[src/rtl/entropy_pool_packer.sv]
// Packs a raw serial TRNG bit stream into a left-aligned byte pool for the DF, with continuous health tests.
// Define ADAPTIVE_PROP_TEST_EN to build the adaptive proportion test next to the repetition count test.
module entropy_pool_packer #(
    parameter int unsigned POOL_BYTES = 48,
    parameter int unsigned RCT_CUTOFF = 21,
    parameter int unsigned APT_WINDOW = 1024,
    parameter int unsigned APT_CUTOFF = 589
) (
    input  logic                              clk,
    input  logic                              rst,
    input  logic                              req_i,
    input  logic                              bit_valid_i,
    input  logic                              bit_i,
    input  logic                              df_done_i,
    output logic                              df_start_o,
    output logic [$clog2(POOL_BYTES+1)-1:0]   df_len_bytes_o,
    output logic [8*POOL_BYTES-1:0]           df_bytes_o,
    output logic                              busy_o,
    output logic                              health_fail_o
);

    localparam int unsigned POOL_BITS = 8 * POOL_BYTES;
    localparam int unsigned LEN_W     = $clog2(POOL_BYTES + 1);
    localparam int unsigned CNT_W     = $clog2(POOL_BITS + 1);
    localparam int unsigned RUN_W     = $clog2(RCT_CUTOFF + 1);

    if (POOL_BYTES == 0 || RCT_CUTOFF < 2 || APT_CUTOFF > APT_WINDOW) begin : g_bad_params
        $error("entropy_pool_packer: invalid parameter set");
    end

    typedef enum logic [2:0] {
        IDLE    = 3'd0,
        COLLECT = 3'd1,
        LAUNCH  = 3'd2,
        WAIT_DF = 3'd3,
        FAIL    = 3'd4
    } state_t;

    state_t             state_q, state_d;
    logic [CNT_W-1:0]   bit_cnt_q, bit_cnt_d;
    logic [CNT_W-1:0]   wr_idx_c;
    logic [LEN_W-1:0]   len_d;
    logic [RUN_W-1:0]   run_q, run_next_c;
    logic               prev_q;
    logic               accept_c;
    logic               clear_c;
    logic               rct_hit_c;
    logic               apt_hit_c;
    logic               health_hit_c;

    assign accept_c = (state_q == COLLECT) && bit_valid_i;

    // Repetition count: run length of the current value over accepted bits only.
    always_comb begin
        run_next_c = run_q;
        if (run_q == '0 || bit_i != prev_q) begin
            run_next_c = RUN_W'(1);
        end else if (run_q < RUN_W'(RCT_CUTOFF)) begin
            run_next_c = run_q + RUN_W'(1);
        end
        rct_hit_c = accept_c && (run_next_c >= RUN_W'(RCT_CUTOFF));
    end

`ifdef ADAPTIVE_PROP_TEST_EN
    localparam int unsigned WIN_W = $clog2(APT_WINDOW);
    localparam int unsigned APT_W = $clog2(APT_WINDOW + 1);

    logic [WIN_W-1:0] apt_pos_q;
    logic             apt_ref_q;
    logic [APT_W-1:0] apt_cnt_q, apt_cnt_next_c;

    // Adaptive proportion: first bit of each window is the reference and counts itself.
    always_comb begin
        apt_cnt_next_c = apt_cnt_q;
        if (apt_pos_q == '0) begin
            apt_cnt_next_c = APT_W'(1);
        end else if (bit_i == apt_ref_q) begin
            apt_cnt_next_c = apt_cnt_q + APT_W'(1);
        end
        apt_hit_c = accept_c && (apt_cnt_next_c >= APT_W'(APT_CUTOFF));
    end

    always_ff @(posedge clk) begin
        if (rst) begin
            apt_pos_q <= '0;
            apt_ref_q <= 1'b0;
            apt_cnt_q <= '0;
        end else if (accept_c) begin
            if (apt_pos_q == '0) begin
                apt_ref_q <= bit_i;
            end
            apt_cnt_q <= apt_cnt_next_c;
            apt_pos_q <= (apt_pos_q == WIN_W'(APT_WINDOW - 1)) ? '0 : apt_pos_q + WIN_W'(1);
        end
    end
`else
    assign apt_hit_c = 1'b0;
`endif

    assign health_hit_c = rct_hit_c || apt_hit_c;

    // Next state, pool bookkeeping and registered-output values.
    always_comb begin
        state_d   = state_q;
        bit_cnt_d = bit_cnt_q;
        clear_c   = 1'b0;
        len_d     = '0;
        wr_idx_c  = CNT_W'(POOL_BITS - 1) - bit_cnt_q;

        case (state_q)
            IDLE: begin
                if (req_i) begin
                    state_d = COLLECT;
                end
            end
            COLLECT: begin
                if (health_hit_c) begin
                    state_d = FAIL;
                end else if (accept_c && bit_cnt_q == CNT_W'(POOL_BITS - 1)) begin
                    state_d = LAUNCH;
                end
            end
            LAUNCH:  state_d = WAIT_DF;
            WAIT_DF: begin
                if (df_done_i) begin
                    state_d = IDLE;
                end
            end
            FAIL:    state_d = FAIL;
            default: state_d = IDLE;
        endcase

        if (state_d == FAIL
            || (state_q == IDLE && state_d == COLLECT)
            || (state_q == WAIT_DF && state_d == IDLE)) begin
            clear_c   = 1'b1;
            bit_cnt_d = '0;
        end else if (accept_c) begin
            bit_cnt_d = bit_cnt_q + CNT_W'(1);
        end

        case (state_d)
            COLLECT:         len_d = LEN_W'(bit_cnt_d >> 3);
            LAUNCH, WAIT_DF: len_d = LEN_W'(POOL_BYTES);
            default:         len_d = '0;
        endcase
    end

    always_ff @(posedge clk) begin
        if (rst) begin
            state_q        <= IDLE;
            bit_cnt_q      <= '0;
            run_q          <= '0;
            prev_q         <= 1'b0;
            df_bytes_o     <= '0;
            df_len_bytes_o <= '0;
            df_start_o     <= 1'b0;
            busy_o         <= 1'b0;
            health_fail_o  <= 1'b0;
        end else begin
            state_q        <= state_d;
            bit_cnt_q      <= bit_cnt_d;
            df_len_bytes_o <= len_d;
            df_start_o     <= (state_d == LAUNCH);
            busy_o         <= (state_d != IDLE);
            health_fail_o  <= (state_d == FAIL);
            if (accept_c) begin
                run_q  <= run_next_c;
                prev_q <= bit_i;
            end
            if (clear_c) begin
                df_bytes_o <= '0;
            end else if (accept_c) begin
                df_bytes_o[wr_idx_c] <= bit_i;
            end
        end
    end

endmodule

[config.mk]
export PLATFORM = sky130hd
export DESIGN_NAME = entropy_pool_packer
export DESIGN_NICKNAME = d
export VERILOG_FILES = /design/src/rtl/entropy_pool_packer.sv
export SDC_FILE = /design/constraint.sdc
export NUM_CORES = 1
export LEC_CHECK = 0
export BUFFER_PORTS_ARGS = -buffer_cell sky130_fd_sc_hd__clkbuf_2
export CORE_ASPECT_RATIO = 0.6
export CORE_MARGIN = 3
export CORE_UTILIZATION = 45
export CTS_CLUSTER_DIAMETER = 200
export CTS_CLUSTER_SIZE = 16
export DETAILED_ROUTE_END_ITERATION = 10
export PLACE_DENSITY = 0.7
export SETUP_SLACK_MARGIN = 0.3
export SLEW_MARGIN = 20
export SYNTH_ARGS = -nofsm -noshare
export SYNTH_HDL_FRONTEND = slang
export SYNTH_SLANG_ARGS = --single-unit
[constraint.sdc]
create_clock -name clk -period 4.2 [get_ports clk]
set_clock_uncertainty 0.2 [all_clocks]
set_input_delay 0.84 -clock clk [delete_from_list [all_inputs] [get_ports clk]]
set_output_delay 0.84 -clock clk [all_outputs]
set_load 0.05 [all_outputs]
Yosys cells after proc, flatten, opt, wreduce, memory -nomap -nowiden. Index checks and enable logic that the tools add are counted.

Register bits: 411. Bits of input ports: 6. Output and inout port bits: 393. Logic and storage cells: 57.

Add/sub/neg operators: 3. $lt $le $gt $ge: 4. Equal/unequal tests: 10. Mux-type cells: 14. Reduce and logical (&&, ||, !) cells: 16.

Operators by type and width (number): 384-bit bitwise mux (1); 9-bit two-way mux (2); 3-bit one-hot mux with 5 select lines (1); 3-bit by 2-bit equality test with 1-bit output (second input constant) (4); 3-bit two-way mux (4); 6-bit one-hot mux with 2 select lines (1); 9-bit by 10-bit less-than comparator with 1-bit output (second input constant) (1); 5-bit two-way mux (2); 9-bit by 1-bit adder with 9-bit output (second input constant) (1); 1-bit demux with 9-bit select (1); 9-bit equality test (second input constant) (1); 9-bit by 1-bit greater-or-equal comparator with 1-bit output (second input constant) (1); 9-bit subtractor (first input constant) (1); 3-bit by 1-bit equality test with 1-bit output (second input constant) (2); 3-bit equality test (second input constant) (2); 1-bit logical AND (6); 3-bit zero test (2); 2-bit OR reduction (3); 5-bit by 1-bit adder with 5-bit output (second input constant) (1); 5-bit greater-or-equal comparator (second input constant) (1); 5-bit zero test (1); 5-bit less-than comparator (second input constant) (1); 1-bit logical OR (3); 3-bit nonzero test (1); 2 further kinds (3).

Depth between registers and ports, before layout.
Depth in word-level cells: 13. Depth in mapped cells: 9. Depth with buffers taken out: 7.

Least setup slack after synthesis. Ideal clock, no wire load.

Path kind: input -> register. Start point: in bit_i. End point: reg df_bytes_o[36]. Setup time: 0.120 ns. Arrival time: 2.118 ns. Data required time: 3.880 ns. Path slack: 1.762 ns. Cell stages on the path: 8. Path buffers: 3. Cell sequence: buf_2 > xor2_1 > nor3_4 > o21ai_2 > o21ai_4 > buf_6 > buf_4 > a21oi_2.

Longest elaborated chain between the ends: 13.

Ends and longest elaborated chain: start, declared (line 13) `input logic bit_i,`; 1-bit != test (line 56) `if (run_q == '0 || bit_i != prev_q) begin`; 1-bit logical OR (line 56); 5-bit two-way mux (line 56); 5-bit greater-or-equal comparator (line 61) `rct_hit_c = accept_c && (run_next_c >= RUN_W'(RCT_CUTOFF));`; 1-bit logical AND (line 61); 3-bit two-way mux (line 117) `if (health_hit_c) begin`; 3-bit one-hot mux with 5 select lines (line 110) `case (state_q)`; 3-bit by 1-bit equality test with 1-bit output (line 134) `|| (state_q == IDLE && state_d == COLLECT)`; 1-bit logical AND (line 134); 1-bit logical OR (line 134); 1-bit logical OR (line 135) `|| (state_q == WAIT_DF && state_d == IDLE)) begin`; 1-bit two-way mux (line 133) `if (state_d == FAIL`; 2-bit OR reduction (no line); end signal, assigned by index (line 174) `df_bytes_o[wr_idx_c] <= bit_i;`; end, declared (line 17) `output logic [8*POOL_BYTES-1:0] df_bytes_o,`.

Several ways; a longest one is shown, not always the timed one. A chain may end at the register's enable or synchronous reset.

Worst setup path after layout.
Start point: reg state_q[0]. End point: reg df_bytes_o[367].

Longest elaborated chain between the ends: 12.

Ends and longest elaborated chain: start, declared (line 39) `state_t state_q, state_d;`; start signal, assigned (line 161) `state_q <= state_d;`; 3-bit by 1-bit equality test with 1-bit output (line 51, 110); 1-bit logical AND (line 51) `assign accept_c = (state_q == COLLECT) && bit_valid_i;`; 1-bit logical AND (line 119) `end else if (accept_c && bit_cnt_q == CNT_W'(POOL_BITS - 1)) begin`; 3-bit two-way mux (line 119); 3-bit two-way mux (line 117); 3-bit one-hot mux with 5 select lines (line 110); 3-bit by 1-bit equality test with 1-bit output (line 134); 1-bit logical AND (line 134); 1-bit logical OR (line 134); 1-bit logical OR (line 135); 1-bit two-way mux (line 133); 2-bit OR reduction (no line).

Several ways; a longest one is shown, not always the timed one.

==> flow_summary.yaml <==
placed_design:
  postPlaceCellArea_um2: 18500
  place_congestion: 0.871
  dp_hpwl_um: 46100
  portBuffers: 398
  dp_cells: 2705
run_status:
  outcome: "completed"
clock_tree:
  cts_sinks: 411
  cts_resized: 0
  cts_inserted_buffers: 29
  htreeDepth: 1
  cts_tree: "built"
  cts_hold_buf: 0
  root_buffer: "clkbuf_16"
  cts_setup_buffers: 0
  worstSkewPairLatency_ps: 590
  cts_buffer_depth: 3
  clk_pin_slew_worst_paths_ps: 80
power:
  pwr-share-clk_pct: 38.6
  vdd_ir_drop_max_mv: 0.298
  netSwitchingFraction_pct: 24.1
  combPwrFrac_pct: 4.2
  total_leakage_power_nw: 6.91
  cellPowerDensity_nw_per_um2: 354
  switching_power_w: 0.00164
  internal_power_w: 0.00518
  power_frac_seq_pct: 57.3
route:
  vias_per_cell: 6.34
  drt-total-wl_um: 71600
  drt_iter0_drc: 2692
  vias: 17358
  drc: 0
  ant_nets: 0
  wl_per_cell_um: 26.2
  first_pass_iters: 6
synthesis:
  synth_top_cell_area_share_pct: 49.4
  yosys-top-cells-count: "dfxtp_1, nand3_1, a21oi_1"
  muxShareOfSynthArea_pct: 0.669
  synth-adder-area-share_pct: 0.451
  synth_xor_area_share_pct: 0.526
  synth.area.top_cells: "dfxtp_1, nand3_1, a21oi_1, o21ai_0, clkbuf_1"
  synth_warnings: 0
  synth_simple_gate_area_share_pct: 17.6
  synth_compound_area_share_pct: 23.9
  syn_avg_cell_area_um2: 8.22
  synth.most_common_cell: "dfxtp_1"
  ys_async_sr_fraction_pct: 0
  synth_area_um2: 16700
  synth-main-ff-cell: "dfxtp_1"
  synth.distinct_cells: 56
  synth_cells: 2026
  synth_fp_nets: 2038
  synth-seq-cells: 411
  synth_edf_count: 0
  synth_top_family_by_area: "compound AO/OA/AOI/OAI gates"
  synth_seq_area_share_pct: 49.4
  synth_top_cell_by_area: "dfxtp_1"
setup_path:
  cp.required_ps: 4440
  path_cells: "nand3b_4, nor4_4, nand2_1, buf_4, o21ai_0, a21oi_1"
  worst-path-max-fanout: 12
  cp_top_family: "simple AND/OR/NAND/NOR gates"
  critPathKind: "flip-flop to flip-flop"
  start_kind: "flip-flop"
  slowest_delay_ps: 750
  end_kind: "flip-flop"
  cp.arrival_ps: 3360
  worst_path_max_delay_cell: "nand2_1"
  path_buf_inv: 1
grt:
  grt_max_degree: 270
  grt_usage_pct: 34.4
  grt_pass1_wl_um: 104000
  grt_pass1_vias: 16073
  antenna_found_initial: 1
  gr-total-overflow: 0
sta:
  setup_viol: 0
  worstMarginPinSlew_ps: 1160
  fmax_mhz: 321
  relSlewSlack_pct: 22.5
  fin_crit_sh_pct: 74.1
  rsz0062_at_grt: "false"
  fin_tns_setup_ps: 0
  final.min_clock_period_ps: 3110
  finalHoldViolCount: 0
  fin_worst_hold_slack_ps: 268
  slew_viol_final: 0
layout:
  nets: 2282
  finalNonFillerCells: 2738
  fin_area_um2: 19300
  layout-drive-gt1-share_pct: 23.1
  fill_cells: 3309
  multiInputGateArea_um2: 7220
  area_growth_pct: 15.8
  seqCellArea_um2: 8230
flow_run:
  cap_violations: 0
floorplanning:
  start_util_pct: 46.6
  ios: 399
  rows: 53
  design.core.area_um2: 35700
  fp.dieW_um: 254
  fp.dieH_um: 155
  die-area_um2: 39400
min_path:
  hp-class: "flip-flop to flip-flop"
==> power by group through the flow <==
stage | clock [W] | sequential, W | combinational (W)
3_3_place_gp | 0 | 0.00400 | 0.000265
6_report | 0.00263 | 0.00391 | 0.000284
5_1_grt | 0.00276 | 0.00391 | 0.000296
4_1_cts | 0.00264 | 0.00391 | 0.000269
2_1_floorplan | 0 | 0.00400 | 0.000226
3_5_place_dp | 0 | 0.00400 | 0.000269
==> registers in the layout, indices dropped and copies added, names as in the netlist <==
| name | cells |
|---|---|
| df_bytes_o | 384 |
| bit_cnt_q | 9 |
| df_len_bytes_o | 6 |
| run_q | 5 |
| state_q | 3 |
| busy_o | 1 |
| df_start_o | 1 |
| health_fail_o | 1 |
| prev_q | 1 |
==> metal layers <==
metal  share of wire [%]  track usage, %
met1                  40            47.5
met2                  43            50.7
met3                  13            10.2
met4                 4.2            13.2
met5                   0               0
==> area by class of cell <==
type | count | share of cell area (%)
Antenna cell | 1 | 0.0130
Tap cell | 467 | 3.03
Clock buffer | 29 | 3.76
Timing Repair Buffer | 446 | 12.8
Multi-Input combinational cell | 1373 | 37.4
Inverter | 9 | 0.175
Sequential cell | 411 | 42.6
Clock inverter | 2 | 0.143
==> tightest hold or removal path, stage by stage (launching register included) <==
cell and delay (ps):
dfxtp_1 320, nand2_1 50, a21oi_1 60
==> path summary, 6_finish.rpt <==
path	startpoint	end	slack, ps	cells past startpoint
worst min register to register	df_bytes_o[285]$_SDFFE_PP0P_	df_bytes_o[285]$_SDFFE_PP0P_	270	2
worst max register to register	state_q[0]$_SDFF_PP0_	df_bytes_o[367]$_SDFFE_PP0P_	1090	6
worst min-delay path	df_bytes_o[285]$_SDFFE_PP0P_	df_bytes_o[285]$_SDFFE_PP0P_	270	2
worst max-delay path	state_q[0]$_SDFF_PP0_	df_bytes_o[367]$_SDFFE_PP0P_	1090	6
==> per-stage QoR <==
stage	total power (W)	util, %	setup WS, ps
2_1_floorplan	0.00422	-	1760
6_report	0.00682	54.0	1090
5_1_grt	0.00696	54.0	956
3_5_place_dp	0.00427	51.7	767
4_1_cts	0.00681	53.9	1220
3_3_place_gp	0.00426	51.7	901
==> logic make-up (layout without fill, tap and decap cells) <==
group | Yosys count | count (layout)
AO/OA/AOI/OAI | 775 | 775
AND/OR/NAND/NOR | 571 | 571
flip-flops | 411 | 411
buffers and inverters | 242 | 486
multiplexers | 11 | 11
XOR/XNOR | 10 | 10
adder cells (fa/ha/maj) | 6 | 6
other | 0 | 1
==> placed cells by master, fill, tap and decap left out, types with 4 or more instances in the layout <==
| cell type | n |
|---|---|
| nand2_2 | 4 |
| nor2_1 | 42 |
| ha_1 | 6 |
| clkbuf_2 | 397 |
| inv_1 | 8 |
| nor2_2 | 12 |
| xor2_1 | 5 |
| xnor2_1 | 5 |
| nand3_1 | 385 |
| nor2b_1 | 5 |
| clkbuf_16 | 29 |
| a21oi_2 | 10 |
| buf_4 | 40 |
| nor3_1 | 11 |
| and3_1 | 8 |
| buf_12 | 7 |
| nor3b_1 | 5 |
| o21ai_0 | 367 |
| nand2b_1 | 7 |
| mux2i_1 | 10 |
| and2_1 | 12 |
| nand2_1 | 52 |
| o21ai_1 | 7 |
| dfxtp_1 | 411 |
| a21oi_1 | 375 |
(Power assumes the default switching activity.)
